**src/rtl/seq_dbg_cmd_master.sv**
```systemverilog
// seq_dbg_cmd_master
// Avalon-MM master that issues one command into the sequencer core debug
// mailbox. It writes the parameter words, then the request word, then polls
// the status word until it reports done or error. It then returns the last
// status word that was read.
//
// Optional build macro: SEQ_DBG_TIMEOUT_EN
//   If defined, polling stops after TIMEOUT_POLLS non-done status reads and
//   the response is flagged with rsp_timeout. If undefined, polling has no
//   bound and rsp_timeout is tied low.
//
// Ports
//   clk, reset            single clock, synchronous active-high reset
//   cmd_valid/cmd_ready   command handshake (accept on valid && ready)
//   cmd_code              value written to the request word
//   cmd_nparams           parameter count; values above MAX_PARAMS are clamped
//   cmd_params            parameter words, word i at [32i+31:32i]
//   rsp_valid             one-cycle completion pulse
//   rsp_status            last status word read
//   rsp_timeout           completion caused by the poll limit
//   avm_*                 Avalon-MM master interface (byte addressed)
module seq_dbg_cmd_master #(
  parameter int unsigned DBG_BASE      = 32'h153c0,
  parameter int          ADDR_W        = 20,
  parameter int          MAX_PARAMS    = 4,
  parameter int          POLL_GAP      = 16,
  parameter int          TIMEOUT_POLLS = 1024
) (
  input  logic                      clk,
  input  logic                      reset,
  input  logic                      cmd_valid,
  output logic                      cmd_ready,
  input  logic [31:0]               cmd_code,
  input  logic [2:0]                cmd_nparams,
  input  logic [32*MAX_PARAMS-1:0]  cmd_params,
  output logic                      rsp_valid,
  output logic [31:0]               rsp_status,
  output logic                      rsp_timeout,
  output logic [ADDR_W-1:0]         avm_address,
  output logic                      avm_write,
  output logic                      avm_read,
  output logic [31:0]               avm_writedata,
  input  logic [31:0]               avm_readdata,
  input  logic                      avm_readdatavalid,
  input  logic                      avm_waitrequest
);

  localparam int IDX_W = $clog2(MAX_PARAMS + 1);
  localparam int GAP_W = (POLL_GAP > 1) ? $clog2(POLL_GAP) : 1;
  localparam logic [ADDR_W-1:0] REQ_ADDR  = ADDR_W'(DBG_BASE + 32'h8);
  localparam logic [ADDR_W-1:0] STAT_ADDR = ADDR_W'(DBG_BASE + 32'hC);
  localparam logic [ADDR_W-1:0] PAR_ADDR  = ADDR_W'(DBG_BASE + 32'h10);

  if (MAX_PARAMS < 1 || MAX_PARAMS > 7 || TIMEOUT_POLLS < 1) begin : g_bad_params
    $error("seq_dbg_cmd_master: MAX_PARAMS must be 1..7 and TIMEOUT_POLLS >= 1");
  end

  typedef enum logic [2:0] {
    S_IDLE, S_WR_PARAM, S_WR_CMD, S_POLL_RD, S_POLL_WAIT, S_GAP, S_DONE
  } state_t;

  state_t                  state_q, state_d;
  logic [IDX_W-1:0]        idx_q, idx_d;
  logic [IDX_W-1:0]        np_q, np_d;
  logic [IDX_W-1:0]        np_clamped;
  logic [GAP_W-1:0]        gap_q, gap_d;
  logic [31:0]             status_q, status_d;
  logic [31:0]             code_q;
  logic [32*MAX_PARAMS-1:0] params_q;
  logic [31:0]             wr_param;
  logic                    accept;
  logic                    poll_hit;

  assign cmd_ready  = (state_q == S_IDLE);
  assign rsp_valid  = (state_q == S_DONE);
  assign rsp_status = status_q;
  assign accept     = cmd_valid && cmd_ready;

  always_comb begin
    if (32'(cmd_nparams) > 32'(MAX_PARAMS)) np_clamped = IDX_W'(MAX_PARAMS);
    else                                     np_clamped = IDX_W'(cmd_nparams);
  end

  // Select the parameter word addressed by the current index.
  always_comb begin
    wr_param = '0;
    for (int i = 0; i < MAX_PARAMS; i++) begin
      if (32'(idx_q) == i) wr_param = params_q[32*i +: 32];
    end
  end

`ifdef SEQ_DBG_TIMEOUT_EN
  localparam int POLL_W = $clog2(TIMEOUT_POLLS) + 1;
  logic [POLL_W-1:0] poll_q, poll_d, poll_inc;
  logic              timeout_q, timeout_d;

  // Saturating count of status words captured for this command.
  assign poll_inc    = (poll_q == '1) ? poll_q : poll_q + POLL_W'(1);
  assign poll_hit    = (poll_inc == POLL_W'(TIMEOUT_POLLS));
  assign rsp_timeout = timeout_q;

  always_comb begin
    poll_d    = poll_q;
    timeout_d = timeout_q;
    if (accept) timeout_d = 1'b0;
    if (state_q == S_WR_CMD && !avm_waitrequest) poll_d = '0;
    if (state_q == S_POLL_WAIT && avm_readdatavalid) begin
      poll_d = poll_inc;
      if (!avm_readdata[1] && poll_hit) timeout_d = 1'b1;
    end
  end

  always_ff @(posedge clk) begin
    if (reset) begin
      poll_q    <= '0;
      timeout_q <= 1'b0;
    end else begin
      poll_q    <= poll_d;
      timeout_q <= timeout_d;
    end
  end
`else
  assign poll_hit    = 1'b0;
  assign rsp_timeout = 1'b0;
`endif

  always_comb begin
    state_d  = state_q;
    idx_d    = idx_q;
    np_d     = np_q;
    gap_d    = gap_q;
    status_d = status_q;
    unique case (state_q)
      S_IDLE: begin
        if (cmd_valid) begin
          idx_d   = '0;
          np_d    = np_clamped;
          state_d = (np_clamped != '0) ? S_WR_PARAM : S_WR_CMD;
        end
      end
      S_WR_PARAM: begin
        if (!avm_waitrequest) begin
          if (32'(idx_q) + 32'd1 == 32'(np_q)) state_d = S_WR_CMD;
          else                                  idx_d   = idx_q + IDX_W'(1);
        end
      end
      S_WR_CMD: begin
        if (!avm_waitrequest) state_d = S_POLL_RD;
      end
      S_POLL_RD: begin
        if (!avm_waitrequest) state_d = S_POLL_WAIT;
      end
      S_POLL_WAIT: begin
        if (avm_readdatavalid) begin
          status_d = avm_readdata;
          // Status code 2'b10 is done and 2'b11 is error. Both end the command.
          if (avm_readdata[1] || poll_hit) begin
            state_d = S_DONE;
          end else if (POLL_GAP == 0) begin
            state_d = S_POLL_RD;
          end else begin
            gap_d   = '0;
            state_d = S_GAP;
          end
        end
      end
      S_GAP: begin
        if (gap_q == GAP_W'(POLL_GAP - 1)) state_d = S_POLL_RD;
        else                                gap_d   = gap_q + GAP_W'(1);
      end
      S_DONE:  state_d = S_IDLE;
      default: state_d = S_IDLE;
    endcase
  end

  // Bus outputs depend only on registered state. This keeps them stable
  // while the slave holds waitrequest.
  always_comb begin
    avm_write     = 1'b0;
    avm_read      = 1'b0;
    avm_address   = '0;
    avm_writedata = '0;
    unique case (state_q)
      S_WR_PARAM: begin
        avm_write     = 1'b1;
        avm_address   = PAR_ADDR + (ADDR_W'(idx_q) << 2);
        avm_writedata = wr_param;
      end
      S_WR_CMD: begin
        avm_write     = 1'b1;
        avm_address   = REQ_ADDR;
        avm_writedata = code_q;
      end
      S_POLL_RD: begin
        avm_read    = 1'b1;
        avm_address = STAT_ADDR;
      end
      default: ;
    endcase
  end

  always_ff @(posedge clk) begin
    if (reset) begin
      state_q  <= S_IDLE;
      idx_q    <= '0;
      np_q     <= '0;
      gap_q    <= '0;
      status_q <= '0;
    end else begin
      state_q  <= state_d;
      idx_q    <= idx_d;
      np_q     <= np_d;
      gap_q    <= gap_d;
      status_q <= status_d;
    end
  end

  always_ff @(posedge clk) begin
    if (accept) begin
      code_q   <= cmd_code;
      params_q <= cmd_params;
    end
  end

endmodule

```
**config.mk**
```make
export PLATFORM = sky130hd
export DESIGN_NAME = seq_dbg_cmd_master
export DESIGN_NICKNAME = d
export VERILOG_FILES = /design/src/rtl/seq_dbg_cmd_master.sv
export SDC_FILE = /design/constraint.sdc
export NUM_CORES = 1
export LEC_CHECK = 0
export BUFFER_PORTS_ARGS = -buffer_cell sky130_fd_sc_hd__buf_2
export CAP_MARGIN = 20
export CORE_UTILIZATION = 45
export CTS_CLUSTER_DIAMETER = 50
export CTS_CLUSTER_SIZE = 24
export DETAILED_ROUTE_END_ITERATION = 8
export PLACE_DENSITY = 0.73
export SYNTH_ARGS = -nofsm -noshare
export SYNTH_HDL_FRONTEND = slang
export SYNTH_SLANG_ARGS = --single-unit
```
**constraint.sdc**
```tcl
create_clock -name clk -period 10.4 [get_ports clk]
set_clock_uncertainty 0.05 [all_clocks]
set_input_delay 1.56 -clock clk [delete_from_list [all_inputs] [get_ports clk]]
set_output_delay 1.56 -clock clk [all_outputs]
set_load 0.02 [all_outputs]
```
Word level (Yosys, flattened, before mapping)
Index checks and enable logic that the tools add are counted.
{"block": "totals", "romBits": 0, "elab_cells": 72, "regBits": 205, "ramBits": 0, "out_inout_bits": 89, "n_memories": 0, "latchBits": 0, "in_bits": 200}
{"block": "op_classes", "n_bitwise": 0, "n_div": 0, "n_lt_le_gt_ge": 1, "shift": 0, "mux": 27, "eq_ne": 21, "multipliers": 0, "reduce_logical": 12, "n_addsub": 4}
{"op": "2-to-1 mux 32 bit", "count": 4}
{"op": "case mux 32 bit (2 select lines)", "count": 1}
{"op": "case mux 18 bit (3 select lines)", "count": 1}
{"op": "2-to-1 mux 3 bit", "count": 11}
{"op": "!= test 2 bit, second input constant", "count": 10}
{"op": "adder 17 x 5 -> 18 bit, first input constant", "count": 1}
{"op": "case mux 3 bit (6 select lines)", "count": 1}
{"op": "equality test 3 x 2 -> 1 bit, second input constant", "count": 4}
{"op": "2-to-1 mux 4 bit", "count": 3}
{"op": "equality test 3 bit, second input constant", "count": 3}
{"op": "case mux 4 bit (2 select lines)", "count": 1}
{"op": "AND reduction 4 bit", "count": 2}
{"op": "AND reduction 7 bit", "count": 1}
{"op": "equality test 3 x 1 -> 1 bit, second input constant", "count": 2}
{"op": "logical NOT 3 bit", "count": 2}
{"op": "case mux 3 bit (2 select lines)", "count": 1}
{"op": "adder 3 x 1 -> 4 bit, second input constant", "count": 1}
{"op": "adder 4 x 1 -> 4 bit, second input constant", "count": 1}
{"op": "equality test 4 x 3 -> 1 bit", "count": 1}
{"op": "equality test 4 bit, second input constant", "count": 1}
{"op": "2-to-1 mux 2 bit", "count": 2}
{"op": "AND reduction 2 bit", "count": 2}
{"op": "nonzero test 2 bit", "count": 2}
{"op": "adder 3 x 1 -> 3 bit, second input constant", "count": 1}
{"op": "other kinds (5)", "count": 6}

Longest topological paths before layout
{"block": "logic_depth", "depth_word": 6, "depth_mapped": 9}

Worst setup path after synthesis
OpenSTA, ideal clock, no wires.
{"block": "synth_path", "path_kind": "input-to-reg", "start": "input port cmd_valid", "end": "register idx_q[1]", "stages": 4, "arrival_ns": 5.236, "n_path_buf": 0, "slack_ns": 4.982, "required_ns": 10.218, "path_cell_list": "nand2_1 -> inv_1 -> or3_1 -> a21oi_1"}
{"block": "synth_via", "elab_chain_len": 2}
{"element": "start, declared", "line_no": "31", "text": "input logic cmd_valid,"}
{"element": "!= test 2 bit (no source line)"}
{"element": "AND reduction 4 bit (no source line)"}
{"element": "end signal, assigned", "line_no": "211", "text": "idx_q <= idx_d;"}
{"element": "end, declared", "line_no": "63", "text": "logic [IDX_W-1:0] idx_q, idx_d;"}
No other way between the ends.
A chain may end at the register's enable or synchronous reset.

Worst setup path in the final report
{"block": "layout_path", "start": "register idx_q[0]", "end": "output port avm_writedata[17]"}
{"block": "layout_via", "elab_chain_len": 6}
{"element": "logical NOT 3 bit", "line_no": "88", "text": "if (32'(idx_q) == i) wr_param = params_q[32*i +: 32];"}
{"element": "2-to-1 mux 32 bit (3 in a row)", "line_no": "88"}
{"element": "2-to-1 mux 32 bit (*)", "line_no": "88"}
{"element": "case mux 32 bit (2 select lines) (*)", "line_no": "183", "text": "unique case (state_q)"}
{"element": "end, declared", "line_no": "42", "text": "output logic [31:0] avm_writedata,"}
Every way passes the cells marked *; elsewhere a longest branch is shown, timed or not.

==> results.md <==
* Clk pwr share at 0.280
* Max Cap Viol at 0
* IO Pins at 289
* Yosys reg bits at 205
* Post-DP HPWL at 13000 µm
* Worst setup margin at 5.84 ns
* WS Path Type: flip-flop to output pin
* Asr flop ratio synth at 0
* Outcome: finished, final reports clean
* H-tree Lvls at 1
* Total GRT Usage at 0.202
* CTS sink cnt at 205
* Mapped Cells at 634
* Area share of the largest cell type after synthesis at 0.597
* Crit path DAT at 2.95 ns
* Routed wire per std cell at 17.1 µm
* Crit Path Max Fanout at 51
* Routed via count at 5827
* CTS max path bufs at 3
* Resize count post-CTS at 0
* Setup crit end kind: output pin
* Site Rows at 48
* Drt pass-1 iters at 5
* Reg power frac at 0.433
* Root buf cell: clkbuf_16
* Skew-Pair Late Insertion Delay at 0.48 ns
* Top FF cell, synth: edfxtp_1
* Number of global-route vias before repair at 5701
* Layout fillers at 1446
* Cts bufs inserted at 21
* CTS tree: yes
* Largest net degree at the start of global routing at 92
* Fin crit share at 0.439
* Worst Hold End: rsp_status[19]
* Share of layout cells above drive strength 1 at 0.366
* Area contributors post-synth: edfxtp_1, dfxtp_1, a21oi_1, a22oi_1, nand2_1
* Peak VDD IR at 155 µV
* Most common cell in the synthesized netlist: edfxtp_1
* Final ANT Viol Nets at 0
* R2R cell count at 5
* Syn avg cell area at 12.7 µm²
* Setup total negative slack at 0 ns
* Hold-fix buffers, CTS at 0
* Core Area at 0.0174 mm²
* Initial Util at 0.464
* Critical R2R Launch: state_q[2]
* Internal at 1.79 mW
* Switch share at 0.336
* Max Fclk at 219 MHz
* Final count of hold timing violations at 0
* Hold Slack at 0.403 ns
* First-pass GRT wire length at 28700 µm
* Yosys warns at 0
* Worst Setup Start Kind: flip-flop
* Hold depth at 2
* Distinct cell type count after synthesis at 43
* PortBufs at 278
* Detailed Route Iter0 Violations at 416
* Post-synthesis sequential area ratio at 0.709
* Initial antenna violation count at 2
* Synthesized area at 0.00805 mm²
* LEAKAGE at 4.09 nW
* Routability cong. at 0.780
* Die height at 136 µm
* Total wire length at 19400 µm
* Die area at 0.0184 mm²
* Cell Pwr Density at 264 mW/mm²
* Commonest cells post-synth: edfxtp_1, a21oi_1, nand2_1
* R2R setup slack at 7.65 ns
* Post-layout nets at 1097
* Place WS at 6.33 ns
* Tightest Hold Check Type: flip-flop to flip-flop
* # DRC at 0
* Syn-to-layout area delta at 26.9%
* Die W at 136 µm
* Final setup violation count at 0
* Combinational share of power at 0.287
* Clk pin slew, worst setup/hold paths at 0.07 ns
* Post-placement cell count at 1092
* Max Slew Vio Count at 0
* Drt via density at 5.15
* # Post-CTS Setup Buffers at 0
* CP Data Required Time at 8.79 ns
* Min-delay src: rsp_status[19]
* Post-synth EDFFs at 160
* Cell taking the most area after synthesis: edfxtp_1
* Sw Pwr at 0.906 mW
* Crit path time final at 4.56 ns
* RSZ-0062 raised after global routing: false
* Final cell count without fillers at 1131
* GRT overflow at 0
* Worst R2R End: code_q[24]
* Worst slew pin tran at 0.985 ns
* Final core utilization at 0.589
* Relative slew slack at 0.342
## power groups by stage
stage               clock [mW]  combinational, mW  sequential (mW)
floorplan                    0              0.567             1.19
global placement             0              0.754             1.18
detailed placement           0              0.769             1.19
CTS                      0.771              0.771             1.17
global route             0.797              0.845             1.18
finish                   0.754              0.772             1.17
## registers in the layout, summed over array words and instances (netlist names)
signal,count
code_q,32
gap_q,4
idx_q,3
np_q,3
params_q,128
rsp_status,32
state_q,3
## cell usage in the layout (no fill, tap or decap), drive strengths merged
cell type,count
or2,1
clkinv,7
xor2,3
ha,6
o41ai,1
and3,2
clkbuf,21
nand3b,21
o21ai,35
o311a,1
edfxtp,160
or3,4
nand2b,2
xnor2,2
nand4,2
nor2b,3
a21oi,94
a311oi,1
nor2,26
nor4,1
inv,10
nor3,4
and2,3
clkinvlp,2
o21a,2
bufinv,2
o31ai,1
diode,2
conb,10
a22oi,47
and2b,3
o22ai,1
dfxtp,45
buf,284
nand3,3
a211oi,2
nand2,92
## logic make-up after synthesis
group | Yosys count | synth area share
flip-flops | 205 | 0.709
other | 1 | 0.000466
buffers and inverters | 65 | 0.0431
AND/OR/NAND/NOR | 167 | 0.0976
adder cells (fa/ha/maj) | 6 | 0.00933
XOR/XNOR | 5 | 0.00544
AO/OA/AOI/OAI | 185 | 0.135
## area by class of cell
class	count	area (µm²)	share of cell area
diodes	2	5.00	0.000490
clock buffers	21	526	0.0514
clock inverters	15	171	0.0168
inverters	6	27.5	0.00269
multi-input cells	373	2050	0.200
flip-flops and latches	205	5710	0.558
well taps	225	282	0.0275
repair buffers	284	1460	0.143
## per-layer routing
| metal | GRT usage | wire, µm | vias up |
|---|---|---|---|
| li1 | - | - | 2810 |
| met1 | 0.239 | 7650 | 2729 |
| met2 | 0.356 | 9460 | 246 |
| met3 | 0.0591 | 1770 | 40 |
| met4 | 0.0506 | 467 | 2 |
| met5 | 0 | 10 | - |
## stage by stage
stage               area, µm²  power [mW]
floorplan                8080        1.76
global placement         9480        1.93
detailed placement       9490        1.96
CTS                     10200        2.71
global route            10200        2.82
finish                  10200        2.69
## how the worst max path moves through the flow
| stage | to | slack (ns) | start | depth (start not counted) |
|---|---|---|---|---|
| final | avm_writedata[17] | 5.84 | idx_q[0] | 8 |
| after global routing | avm_writedata[31] | 5.59 | idx_q[0] | 8 |
| after global placement | avm_writedata[0] | 5.79 | idx_q[0] | 8 |
| after CTS | avm_writedata[17] | 5.80 | idx_q[0] | 8 |
| after detailed placement | avm_writedata[17] | 6.33 | idx_q[0] | 8 |
| after floorplan | idx_q[1] | 4.98 | cmd_valid | 4 |
## worst max-delay path: stages (launching register included)
cell and delay [ns]:
dfxtp_1 0.46, ha_2 0.86, nor2b_1 0.20, buf_4 0.26
a22oi_1 0.18, nor2_1 0.06, a21oi_1 0.15, o21ai_1 0.08
buf_2 0.18
No activity file was read; power rests on OpenSTA's default activity.
